--- config.mk ---
export PLATFORM = sky130hd
export DESIGN_NAME = inmux_slice
export DESIGN_NICKNAME = d
export VERILOG_FILES = /design/src/rtl/inmux_slice.sv
export SDC_FILE = /design/constraint.sdc
export NUM_CORES = 1
export LEC_CHECK = 0
export BUFFER_PORTS_ARGS = -buffer_cell sky130_fd_sc_hd__buf_2
export CAP_MARGIN = 20
export CORE_MARGIN = 2
export CORE_UTILIZATION = 59
export CTS_BUF_LIST = sky130_fd_sc_hd__clkbuf_2 sky130_fd_sc_hd__clkbuf_4 sky130_fd_sc_hd__clkbuf_8
export CTS_CLUSTER_SIZE = 8
export DETAILED_ROUTE_END_ITERATION = 8
export PLACE_DENSITY = 0.87
export SETUP_SLACK_MARGIN = 0.4
export SYNTH_ARGS = -nofsm -noshare
export SYNTH_HDL_FRONTEND = slang
export SYNTH_SLANG_ARGS = --single-unit
--- constraint.sdc ---
create_clock -name clk -period 4.85 [get_ports clk]
set_input_delay 0.7275 -clock clk [delete_from_list [all_inputs] [get_ports clk]]
set_output_delay 0.7275 -clock clk [all_outputs]
set_load 0.05 [all_outputs]
--- src/rtl/inmux_slice.sv ---
// Two-entry elastic register slice behind the input-mux controller; all handshakes registered.
// Optional transfer counter and xfer_cnt port enabled by defining INMUX_SLICE_CNT_EN.
module inmux_slice #(
  parameter int WIDTH = 32
`ifdef INMUX_SLICE_CNT_EN
  , parameter int CNTW = 16
`endif
) (
  input  logic             clk,
  input  logic             reset_n,
  input  logic             t_req,
  output logic             t_ack,
  input  logic [WIDTH-1:0] t_dat,
  output logic             i_req,
  input  logic             i_ack,
  output logic [WIDTH-1:0] i_dat,
  input  logic             flush
`ifdef INMUX_SLICE_CNT_EN
  , output logic [CNTW-1:0] xfer_cnt
`endif
);

  typedef enum logic [1:0] {
    EMPTY = 2'd0,
    ONE   = 2'd1,
    FULL  = 2'd2
  } state_e;

  state_e           state_q, state_d;
  logic [WIDTH-1:0] m_q, m_d;
  logic [WIDTH-1:0] s_q, s_d;
  logic             t_ack_q;
  logic             i_req_q;
  logic             push;
  logic             pop;

  assign push  = t_req & t_ack_q;
  assign pop   = i_req_q & i_ack;
  assign t_ack = t_ack_q;
  assign i_req = i_req_q;
  assign i_dat = m_q;

  always_comb begin
    state_d = state_q;
    m_d     = m_q;
    s_d     = s_q;
    case (state_q)
      EMPTY: begin
        if (push) begin
          m_d     = t_dat;
          state_d = ONE;
        end
      end
      ONE: begin
        if (push && pop) begin
          m_d = t_dat;
        end else if (push) begin
          s_d     = t_dat;
          state_d = FULL;
        end else if (pop) begin
          state_d = EMPTY;
        end
      end
      FULL: begin
        if (pop) begin
          m_d     = s_q;
          state_d = ONE;
        end
      end
      default: state_d = EMPTY;
    endcase
    // Flush wins over everything: a same-cycle push is dropped, storage left untouched.
    if (flush) begin
      state_d = EMPTY;
      m_d     = m_q;
      s_d     = s_q;
    end
  end

  always_ff @(posedge clk or negedge reset_n) begin
    if (!reset_n) begin
      state_q <= EMPTY;
      m_q     <= '0;
      s_q     <= '0;
      t_ack_q <= 1'b0;
      i_req_q <= 1'b0;
    end else begin
      state_q <= state_d;
      m_q     <= m_d;
      s_q     <= s_d;
      t_ack_q <= (state_d != FULL);
      i_req_q <= (state_d != EMPTY);
    end
  end

`ifdef INMUX_SLICE_CNT_EN
  logic [CNTW-1:0] cnt_q;

  // Pops during a flush cycle are genuine transfers, so flush never touches the count.
  always_ff @(posedge clk or negedge reset_n) begin
    if (!reset_n) begin
      cnt_q <= '0;
    end else if (pop) begin
      cnt_q <= cnt_q + 1'b1;
    end
  end

  assign xfer_cnt = cnt_q;
`endif

endmodule
==> impl_metrics.tcl <==
set metrics [dict create \
    critPathRequiredTime_ns 5.07 \
    area_delta_synth_final_pct 19.61 \
    grt_setup_unrepaired "false" \
    hold-worst-slack_ns 0.4526 \
    yosysWarningCount 0 \
    clkLatencyLatePin_ns 0.34 \
    grt_use_total_pct 20.47 \
    detail_route.wl_per_cell_um 15.77 \
    finalWirelength_um 5361 \
    drv.max_cap_violation_count 0 \
    dpl_worst_slack_ns 2.177 \
    rows 25 \
    timing_worst_slew_pin_value_ns 0.9427 \
    synth_top_cells_by_area "sky130_fd_sc_hd__dfrtp_1, sky130_fd_sc_hd__mux2_2, sky130_fd_sc_hd__mux2_1, sky130_fd_sc_hd__buf_2, sky130_fd_sc_hd__buf_6" \
    grt_antenna_before_repair 0 \
    seq_power_share_pct 42.5 \
    p_sw_share_pct 37.73 \
    cp.arrival_ns 2.65 \
    worst-setup-path-type "reg -> reg" \
    nets 305 \
    post-route-drc-count 0 \
    p_leak_nw 1.648 \
    fin_worst_skew_ns 0.01104 \
    finish.cell_count_without_fillers 340 \
    total_negative_setup_slacks_ns 0 \
    finalWorstSetupSlack_ns 2.424 \
    synthesis.nets 231 \
    finalCoreUtilization_pct 74.31 \
    synth-seq-area-share_pct 56.86 \
    cts-resized-gates 0 \
    grt_first_pass_wirelength_um 8397 \
    timing_hold_violations_final 0 \
    length_of_the_first_detailed_routing_pass_in_iterations 4 \
    overflow_left_after_global_routing 0 \
    core_um2 4817 \
    fraction_of_layout_instances_using_a_drive_strength_above_1_pct 66.30 \
    grt_max_degree 37 \
    slew_headroom_pct 37.02 \
    timing.critical_path.slowest_cell_delay_ns 0.85 \
    power.net_switching_mw 0.7636 \
    die_w_um 75.22 \
    endpoint_kind "flop" \
    largest_fanout_of_any_net_on_the_critical_path 17 \
    post_synth.cell_area_avg_um2 15.43 \
    timing.final.crit_period_ns 2.426 \
    run_status "finished, final reports clean" \
    synth_cells 194 \
    dp.cells 324 \
    first_global_vias 1837 \
    dr.max_layer_used "met4" \
    worst-path-buf-inv 1 \
    clock_tree.htree_level_count 3 \
    wl_met1_um 2394 \
    worst_setup_path_start_kind "flop" \
    synth.ff_latch_count 68 \
    ant_nets 0 \
    number_of_setup_violations_in_the_final_report 0 \
    clk_network_pwr_share_pct 22.5 \
    crit_slowest_cell "sky130_fd_sc_hd__a221oi_4" \
    io-pin-count 71 \
    number_of_buffers_inserted_during_clock_tree_synthesis 9 \
    tritoncts "done" \
    synth.top_cell.area_share_pct 56.86 \
    worst_ir_drop_vdd_mv 0.3377 \
    maximum_clock_frequency_ghz 0.4121 \
    drt_first_iter_violations 99 \
    pwr_density_cell_nw_per_um2 565.4 \
    cpLargestDelayFamily "compound AO/OA/AOI/OAI gates" \
    hpwl_um 3600 \
    post_cts_hold_buffer_count 0 \
    cts_max_path_buffers 2 \
    detail_route.vias_per_cell 5.391 \
    cts.clk_slew.worst_paths_ns 0.08 \
    hold_path.class "in -> async" \
    final.period_utilization_pct 50.03 \
    clock_tree.root_cell "sky130_fd_sc_hd__clkbuf_8" \
    gp_congestion 0.7143 \
    wl_met3_um 236 \
    synthDominantAreaCellType "sky130_fd_sc_hd__dfrtp_1" \
    numClockSinks 68 \
    combPwrFrac_pct 35.0 \
    antenna_cells 0 \
    via_count 1833 \
    die-height_um 75.22 \
    die_area_um2 5658 \
    placement.io_buffers 70 \
    post-cts-setup-buffers 0 \
    syn_area_um2 2993 \
    path_cells "nand2b_1, a221oi_4, buf_4, mux2_2" \
    internal-power_mw 1.260 \
    floorplan.initialDensity_pct 62.13 \
    wl_met2_um 2661 \
    slew_viol_final 0 \
    post_synth_num_cell_types 20 \
]
[cell usage after synthesis, drive strengths merged]
master  instances
a211o           1
nor2b           1
or2             1
and4b           1
nand3b          1
mux2           96
a21boi          1
nand2           3
a32oi           1
o21ai           1
inv             1
buf            10
nand2b          1
o21bai          1
a221oi          1
a21oi           4
dfrtp          68
and2            1
[metal layers]
layer	GRT usage, %	up-vias
met5	0	-
met4	9.942	0
met3	4.819	8
met2	33.04	46
met1	26.18	925
li1	-	854
[path summary, 6_finish.rpt]
check,depth (start not counted),start,slack (ns),to
max,4,state_q[0],2.42,i_dat[11]
min,1,reset_n,0.45,i_dat[29]
max reg2reg,4,state_q[0],2.42,i_dat[11]
min reg2reg,1,i_dat[6],0.48,i_dat[6]
max in group asynchronous,2,reset_n,3.44,state_q[1]
min in group clk,1,i_dat[6],0.48,i_dat[6]
[sequential cells by signal, summed over array words and instances, names as in the netlist]
register / count
t_ack: 1
i_dat: 32
state_q: 2
i_req: 1
s_q: 32
[worst register-to-register path, delay by kind of cell, from the launching register on]
| family | cells | cell delay (ns) |
|---|---|---|
| AOI/OAI and AO/OA | 1 | 0.85 |
| buffers and inverters | 1 | 0.39 |
| DFF | 1 | 0.45 |
| muxes | 1 | 0.37 |
| and+or+nand+nor | 1 | 0.26 |
[power groups by stage]
| stage | registers [mW] | logic, mW | clock network (mW) |
|---|---|---|---|
| 5_1_grt | 0.883 | 0.750 | 0.481 |
| 3_3_place_gp | 0.860 | 0.701 | 0 |
| 2_1_floorplan | 1.17 | 0.233 | 0 |
| 4_1_cts | 0.860 | 0.715 | 0.462 |
| 3_5_place_dp | 0.870 | 0.714 | 0 |
| 6_report | 0.860 | 0.708 | 0.456 |
[layout make-up]
class                   instances  area, um^2
flip-flops and latches         68        1702
fillers                       350        1237
multi-input cells             115        1226
repair buffers                 73       372.9
clock buffers                  11       138.9
well taps                      67       83.83
clock inverters                 5       52.55
inverters                       1       3.754
[placed cells by master (no fill, tap or decap), drive strengths merged, types with 3 or more instances in the layout]
cell | netlist | layout
a21oi | 4 | 4
buf | 10 | 73
clkbuf | 0 | 11
clkinv | 0 | 3
dfrtp | 68 | 68
mux2 | 96 | 96
nand2 | 3 | 3
[metrics by stage]
| stage | power (mW) | instance area (um^2) |
|---|---|---|
| after detailed placement | 1.585 | 3388 |
| after floorplan | 1.406 | 2993 |
| after global routing | 2.113 | 3580 |
| after global placement | 1.560 | 3388 |
| after CTS | 2.037 | 3580 |
| final | 2.024 | 3580 |
[cell families after synthesis]
family | after synthesis | share of synthesized area, %
AND/OR/NAND/NOR | 9 | 1.798
multiplexers | 96 | 36.12
AO/OA/AOI/OAI | 10 | 2.801
flip-flops | 68 | 56.86
buffers and inverters | 11 | 2.424
Note: power is estimated with default switching activity, not from simulation.
